==> src/rtl/fetch_stage_if.sv <==
// Instruction-memory request/response bundle between the fetch stage and imem.
// Request is level-held until imem_rvalid; the response may arrive in the same cycle.
interface fetch_stage_if;
   logic        imem_req;
   logic [31:0] imem_addr;
   logic        imem_rvalid;
   logic [31:0] imem_rdata;

   modport master (
      output imem_req,
      output imem_addr,
      input  imem_rvalid,
      input  imem_rdata
   );

   modport slave (
      input  imem_req,
      input  imem_addr,
      output imem_rvalid,
      output imem_rdata
   );
endinterface

==> src/rtl/fetch_stage.sv <==
// Instruction fetch: zero extra latency (imem_rdata is forwarded combinationally);
// stall_f parks the fetched word in a hold buffer, and a redirect drains any stale response.
module fetch_stage #(
   parameter logic [31:0] RESET_PC = 32'hBFC0_0000
) (
   input  logic                 clk,
   input  logic                 rst,
   input  logic                 stall_f,
   input  logic                 redirect,
   input  logic [31:0]          redirect_pc,
   fetch_stage_if.master        imem,
   output logic [31:0]          pc_f,
   output logic [31:0]          pc_plus_4_f,
   output logic [31:0]          instr_f,
   output logic                 instr_valid_f,
   output logic                 fetch_busy
);

   typedef enum logic [1:0] {
      FETCH = 2'd0,
      HOLD  = 2'd1,
      DRAIN = 2'd2
   } state_t;

   state_t      state_q;
   state_t      state_d;
   logic [31:0] pc_d;
   logic [31:0] hold_q;
   logic [31:0] hold_d;
   logic        req;
   logic        vld;
   logic [31:0] instr;

   always_ff @(posedge clk) begin
      if (!rst) begin
         state_q <= FETCH;
         pc_f    <= RESET_PC;
         hold_q  <= 32'h0000_0000;
      end else begin
         state_q <= state_d;
         pc_f    <= pc_d;
         hold_q  <= hold_d;
      end
   end

   always_comb begin
      state_d = state_q;
      pc_d    = pc_f;
      hold_d  = hold_q;
      req     = 1'b0;
      vld     = 1'b0;
      instr   = 32'h0000_0000;

      case (state_q)
         FETCH: begin
            req = 1'b1;
            if (imem.imem_rvalid) begin
               vld   = 1'b1;
               instr = imem.imem_rdata;
            end
            if (redirect) begin
               state_d = imem.imem_rvalid ? FETCH : DRAIN;
            end else if (imem.imem_rvalid) begin
               if (stall_f) begin
                  hold_d  = imem.imem_rdata;
                  state_d = HOLD;
               end else begin
                  pc_d = pc_f + 32'd4;
               end
            end
         end
         HOLD: begin
            vld   = 1'b1;
            instr = hold_q;
            if (redirect || !stall_f) begin
               state_d = FETCH;
               pc_d    = pc_f + 32'd4;
            end
         end
         DRAIN: begin
            // A response landing together with a redirect still retires the stale request.
            if (imem.imem_rvalid) begin
               state_d = FETCH;
            end
         end
         default: begin
            state_d = FETCH;
         end
      endcase

      if (redirect) begin
         pc_d   = {redirect_pc[31:2], 2'b00};
         hold_d = 32'h0000_0000;
      end

      if (!rst) begin
         req   = 1'b0;
         vld   = 1'b0;
         instr = 32'h0000_0000;
      end
   end

   assign imem.imem_req  = req;
   assign imem.imem_addr = pc_f;
   assign instr_f        = instr;
   assign instr_valid_f  = vld;
   assign fetch_busy     = ~vld;
   assign pc_plus_4_f    = pc_f + 32'd4;

endmodule

==> src/flat_wrapper.sv <==
// flat-port wrapper written by rule: the top's interface ports become plain ports
module fetch_stage_flat 
#(
   parameter logic [31:0] RESET_PC = 32'hBFC0_0000
)
  (clk, rst, stall_f, redirect, redirect_pc, pc_f, pc_plus_4_f, instr_f, instr_valid_f, fetch_busy, imem_imem_req, imem_imem_addr, imem_imem_rvalid, imem_imem_rdata);
  fetch_stage_if imem_i ();
  input  logic clk;
  input  logic rst;
  input  logic stall_f;
  input  logic redirect;
  input  logic [31:0] redirect_pc;
  output logic [31:0] pc_f;
  output logic [31:0] pc_plus_4_f;
  output logic [31:0] instr_f;
  output logic instr_valid_f;
  output logic fetch_busy;
  output wire logic [$bits(imem_i.imem_req)-1:0] imem_imem_req;
  output wire logic [$bits(imem_i.imem_addr)-1:0] imem_imem_addr;
  input wire logic [$bits(imem_i.imem_rvalid)-1:0] imem_imem_rvalid;
  input wire logic [$bits(imem_i.imem_rdata)-1:0] imem_imem_rdata;
  assign imem_imem_req = imem_i.imem_req;
  assign imem_imem_addr = imem_i.imem_addr;
  assign imem_i.imem_rvalid = imem_imem_rvalid;
  assign imem_i.imem_rdata = imem_imem_rdata;
  fetch_stage #(.RESET_PC(RESET_PC)) u_core (.clk(clk), .rst(rst), .stall_f(stall_f), .redirect(redirect), .redirect_pc(redirect_pc), .imem(imem_i), .pc_f(pc_f), .pc_plus_4_f(pc_plus_4_f), .instr_f(instr_f), .instr_valid_f(instr_valid_f), .fetch_busy(fetch_busy));
endmodule
==> config.mk <==
export PLATFORM = sky130hd
export DESIGN_NAME = fetch_stage_flat
export DESIGN_NICKNAME = d
export VERILOG_FILES = /design/src/rtl/fetch_stage_if.sv /design/src/rtl/fetch_stage.sv /design/src/flat_wrapper.sv
export SDC_FILE = /design/constraint.sdc
export NUM_CORES = 1
export LEC_CHECK = 0
export CAP_MARGIN = 0
export CORE_UTILIZATION = 45
export DETAILED_ROUTE_END_ITERATION = 8
export GPL_ROUTABILITY_DRIVEN = 0
export GPL_TIMING_DRIVEN = 0
export HOLD_SLACK_MARGIN = 0.06
export PLACE_DENSITY = 0.89
export SETUP_SLACK_MARGIN = 0.3
export SYNTH_ARGS = -nofsm -noshare
export SYNTH_HDL_FRONTEND = slang
export SYNTH_SLANG_ARGS = --single-unit
==> constraint.sdc <==
create_clock -name clk -period 4.3 [get_ports clk]
set_input_delay 0.645 -clock clk [delete_from_list [all_inputs] [get_ports clk]]
set_output_delay 0.645 -clock clk [all_outputs]
set_load 0.005 [all_outputs]
Yosys cells after proc, flatten, opt, wreduce, memory -nomap -nowiden
Cells that the tools add are included.
- add/sub/neg operators: 1
- equal/unequal tests: 10
- multiplexer cells: 20
- bitwise logic cells: 2
- reduce and logical (&&, ||, !) cells: 10
- operators with widths (kind ; number):
    $mux W32 ; 6
    $pmux W32 S2 ; 2
    $add A32 B3 Y32 const B ; 1
    $mux W2 ; 6
    $reduce_and A4 Y1 ; 3
    $ne A3 B3 Y1 const B ; 3
    $ne A2 B2 Y1 const B ; 3
    $pmux W2 S3 ; 1
    $mux W1 ; 4
    $ne A3 B2 Y1 const B ; 1
    $reduce_and A3 Y1 ; 1
    $reduce_bool A3 Y1 ; 1
    $eq A2 B1 Y1 const B ; 1
    $eq A2 B2 Y1 const B ; 1
    $logic_not A2 Y1 ; 1
    $ne A2 B1 Y1 const B ; 1
    $not A1 Y1 ; 2
    $pmux W1 S2 ; 1
    $reduce_bool A2 Y1 ; 1
    $reduce_or A2 Y1 ; 1
    $logic_not A1 Y1 ; 1
    $logic_or A1 B1 Y1 ; 1
- flip-flop bits (word level): 66
- input port bits: 69
- output and inout port bits: 131

Longest topological paths before layout
- word-level depth: 5
- depth in mapped cells: 8

Worst setup path after synthesis
Ideal clock, no wire load.
- path type: flip-flop to output port
- start point: register u_core.pc_f[11], in the netlist u_core.imem.imem_addr[11]
- end point: output port pc_plus_4_f[30]
- arrival time: 1.599 ns
- data required time: 3.655 ns
- setup slack: 2.056 ns
- cell stages (with the launch flop): 8
- buffers on the path: 2
- path through: dfxtp_1 > buf_2 > and4_1 > buf_6 > nand2_1 > nor4_2 > nand3_1 > xnor2_1
- word-level cells in the longest chain between the ends: 1
- ends and longest elaborated chain (element ; RTL line ; source):
    start, declared ; fetch_stage.sv:12 ; output logic [31:0] pc_f,
    start signal, assigned ; fetch_stage.sv:41 ; pc_f <= pc_d;
    $add A32 B3 Y32 ; fetch_stage.sv:108 ; assign pc_plus_4_f = pc_f + 32'd4;
    end, declared ; flat_wrapper.sv:14 ; output logic [31:0] pc_plus_4_f;
Every way passes these cells.

Final worst setup path
- start point: input port imem_imem_rvalid
- end point: output port instr_f[30]
- word-level cells in the longest chain between the ends: 3
- ends and longest elaborated chain (element ; RTL line ; source):
    start, declared ; flat_wrapper.sv:20 ; input wire logic [$bits(imem_i.imem_rvalid)-1:0] imem_imem_rvalid;
    $mux W32 ; fetch_stage.sv:57 ; if (imem.imem_rvalid) begin
    $pmux W32 S2 ; fetch_stage.sv:54 ; case (state_q)
    $mux W32 ; fetch_stage.sv:96 ; if (!rst) begin
    end, declared ; flat_wrapper.sv:15 ; output logic [31:0] instr_f;
Every way passes these cells.

==> flow_summary.json <==
{
  "syn_avg_cell_area_um2": 7.42,
  "final_antenna_net_count": 0,
  "final_cells": 874,
  "vias_in_the_first_global_route": 4637,
  "synth_cell_type_count": 52,
  "core.rowCount": 34,
  "dp.final_hpwl_mm": 11.0,
  "area_growth_pct": 54.7,
  "global_route_wire_length_before_repair_mm": 22.8,
  "antenna_cells_inserted": 0,
  "worst_clock_skew_ns": 0.00887,
  "worstHoldPathType": "reg2reg",
  "cp.arrival_ns": 2.88,
  "grtUsageTotal": 0.297,
  "final-max-slew-violation-count": 0,
  "hold_viol": 0,
  "run_status": "finished with violations",
  "reg2reg_setup_slack_ns": 1.99,
  "vias": 4851,
  "worst_setup_path_start_kind": "input port",
  "worst-r2r-cell-count": 6,
  "timing.critical_path.from": "imem_imem_rvalid",
  "p_total_mw": 1.62,
  "antenna_violations_before_repair": 0,
  "syn_std_cell_area_um2": 4120,
  "die_width_um": 97.7,
  "io_pins": 200,
  "drt_iter0_markers": 344,
  "synth_area_leaders": "sky130_fd_sc_hd__dfxtp_1, sky130_fd_sc_hd__nand2_1, sky130_fd_sc_hd__buf_4, sky130_fd_sc_hd__nor2_1, sky130_fd_sc_hd__a22oi_1",
  "nets_final": 831,
  "ctsResizeCount": 0,
  "drt-vias-per-instance": 5.55,
  "p_leak_nw": 2.39,
  "filler_cell_count": 693,
  "place.detailed.instances": 858,
  "clockRootBuffer": "sky130_fd_sc_hd__clkbuf_8",
  "globalRoute.totalOverflow": 0,
  "seq_area_frac_synth": 0.311,
  "fin_crit_sh": 0.820,
  "final_layout_size_suffix_gt1_frac": 0.0992,
  "placeable_core_area_um2": 8810,
  "crit_path_end": "instr_f[30]",
  "post_cts.repair.setup_buffers": 0,
  "clk_pin_slew_ns": 0.07,
  "timing_worst_slew_pin_value_ns": 0.656,
  "cts_hold_repair_buffers": 0,
  "placedInstanceArea_um2": 6170,
  "die_y_um": 97.7,
  "whs_ns": 0.459,
  "detail_route.drc_violations": 34,
  "type_of_element_capturing_the_critical_path": "output pin",
  "worst_slew_margin_rel": 0.562,
  "worst_case_clock_buffer_depth": 2,
  "number_of_cells_produced_by_synthesis": 555,
  "clkSinkCount": 64,
  "cts.htree.levels": 3,
  "achievable-frequency_mhz": 284,
  "final_routed_wirelength_mm": 14.4,
  "wl_per_cell_um": 16.4,
  "layout.cell_area.non_filler_um2": 6370,
  "synth_enable_flop_cells": 0,
  "post-place-ws_ns": 0.844,
  "buffer_ports.inserted": 190,
  "synth-seq-cells": 64,
  "asyncSetResetFlopFracSynth": 0,
  "maximum_number_of_pins_on_one_net_before_global_route_repair": 12,
  "ys.warnings.count": 0,
  "cap_viol_max_count": 0,
  "insertion_delay_ns": 0.34,
  "initial_standard_cell_utilization_of_the_core": 0.468,
  "fin_tns_setup_ns": 0,
  "criticalPathCategory": "in2out",
  "regToRegEndpoint": "u_core.imem.imem_addr[28]",
  "final_design_utilization": 0.724,
  "die_area_um2": 9540,
  "report.final.setup_viol": 0,
  "drt-pass1-iter-count": 9,
  "layout_setup_ws_ns": 0.776,
  "yosys.area.top_type_share": 0.311,
  "violations_in_the_final_reports": "design-rule violations",
  "worst_ep_required_time_ns": 3.65,
  "post-synth-top-area-cell": "sky130_fd_sc_hd__dfxtp_1",
  "worst_r2r_startpoint": "u_core.imem.imem_addr[2]",
  "cts_inserted_buffers": 9,
  "p_per_area_nw_per_um2": 255,
  "unrepaired_setup_endpoints_after_global_routing": "false",
  "synth_flop_cell": "sky130_fd_sc_hd__dfxtp_1",
  "critical_path_peak_fanout": 10,
  "worst_hold_path.num_cells": 2,
  "worst_ir_drop_vdd_mv": 0.161,
  "min_cycle_time_layout_ns": 3.52,
  "cts_tree": "done"
}
[synth_stat cells, types with 3 or more instances]
| cell type | number |
|---|---|
| sky130_fd_sc_hd__inv_1 | 4 |
| sky130_fd_sc_hd__a21oi_1 | 42 |
| sky130_fd_sc_hd__nand3_1 | 13 |
| sky130_fd_sc_hd__dfxtp_1 | 64 |
| sky130_fd_sc_hd__buf_4 | 36 |
| sky130_fd_sc_hd__nor4_1 | 5 |
| sky130_fd_sc_hd__buf_1 | 3 |
| sky130_fd_sc_hd__and2_1 | 5 |
| sky130_fd_sc_hd__and4_1 | 3 |
| sky130_fd_sc_hd__nand4_1 | 11 |
| sky130_fd_sc_hd__a311oi_1 | 3 |
| sky130_fd_sc_hd__xnor2_1 | 25 |
| sky130_fd_sc_hd__a22oi_1 | 32 |
| sky130_fd_sc_hd__clkbuf_1 | 29 |
| sky130_fd_sc_hd__xor2_1 | 25 |
| sky130_fd_sc_hd__o21ai_0 | 14 |
| sky130_fd_sc_hd__buf_2 | 6 |
| sky130_fd_sc_hd__a211oi_1 | 8 |
| sky130_fd_sc_hd__and3_1 | 8 |
| sky130_fd_sc_hd__nor3_1 | 15 |
| sky130_fd_sc_hd__mux2i_1 | 5 |
| sky130_fd_sc_hd__nor2_1 | 68 |
| sky130_fd_sc_hd__nand2_1 | 95 |
| sky130_fd_sc_hd__nor4_2 | 3 |
[routing by layer]
metal / GRT usage / wire, µm / vias up
li1: - / - / 2273
met2: 0.540 / 7140 / 301
met4: 0.124 / 396 / 0
met3: 0.0554 / 1370 / 39
met1: 0.338 / 5450 / 2238
met5: 0 / 0 / -
[kinds of logic (layout without fill, tap and decap cells)]
logic type,after synthesis,count (layout),share of synthesized area
buffers and inverters,81,287,0.112
XOR/XNOR,50,50,0.106
other,1,6,0.000911
AND/OR/NAND/NOR,246,246,0.289
adder cells (fa/ha/maj),1,1,0.00304
AO/OA/AOI/OAI,106,106,0.162
multiplexers,6,6,0.0149
flip-flops,64,64,0.311
[where the power goes]
group,internal (mW),total [mW],switching (mW)
logic,0.254,0.432,0.178
registers,0.619,0.661,0.0419
clock network,0.283,0.531,0.248
[placed cells by master, fill, tap and decap left out, types with 14 or more instances in the layout]
cell type and count:
sky130_fd_sc_hd__clkdlybuf4s50_1 190, sky130_fd_sc_hd__nand2_1 95, sky130_fd_sc_hd__nor2_1 68, sky130_fd_sc_hd__dfxtp_1 64, sky130_fd_sc_hd__a21oi_1 42, sky130_fd_sc_hd__buf_4 36, sky130_fd_sc_hd__a22oi_1 32, sky130_fd_sc_hd__clkbuf_1 30
sky130_fd_sc_hd__xnor2_1 25, sky130_fd_sc_hd__xor2_1 25, sky130_fd_sc_hd__nor3_1 15, sky130_fd_sc_hd__o21ai_0 14
[state kept, by name (all words and copies together) (netlist names)]
register and cells:
u_core.hold_q 32, u_core.imem.imem_addr 30, u_core.state_q 2
[cell type report]
type                    count  area, µm²  share of cell area
multi-input cells         415       2390               0.375
inverters                   4       15.0             0.00236
well taps                 108        135              0.0212
flip-flops and latches     64       1280               0.201
plain buffers              77        448              0.0703
clock inverters             5       56.3             0.00884
repair buffers            190       1900               0.299
clock buffers              11        141              0.0222
[worst max-delay path, cell delays in order]
cell,delay (ns)
sky130_fd_sc_hd__clkdlybuf4s50_1,0.49
sky130_fd_sc_hd__nor3b_2,0.47
sky130_fd_sc_hd__clkbuf_1,0.46
sky130_fd_sc_hd__a22oi_1,0.12
sky130_fd_sc_hd__nor2_1,0.17
sky130_fd_sc_hd__clkdlybuf4s50_1,0.52
[worst min-delay path by stage]
stage	start	end
final	u_core.hold_q[6]	u_core.hold_q[6]
after global routing	u_core.hold_q[16]	u_core.hold_q[16]
after CTS	u_core.hold_q[6]	u_core.hold_q[6]
after detailed placement	u_core.hold_q[6]	u_core.hold_q[6]
after global placement	u_core.hold_q[0]	u_core.hold_q[0]
after floorplan	u_core.hold_q[0]	u_core.hold_q[0]
Power figures use the tool's default switching activity.
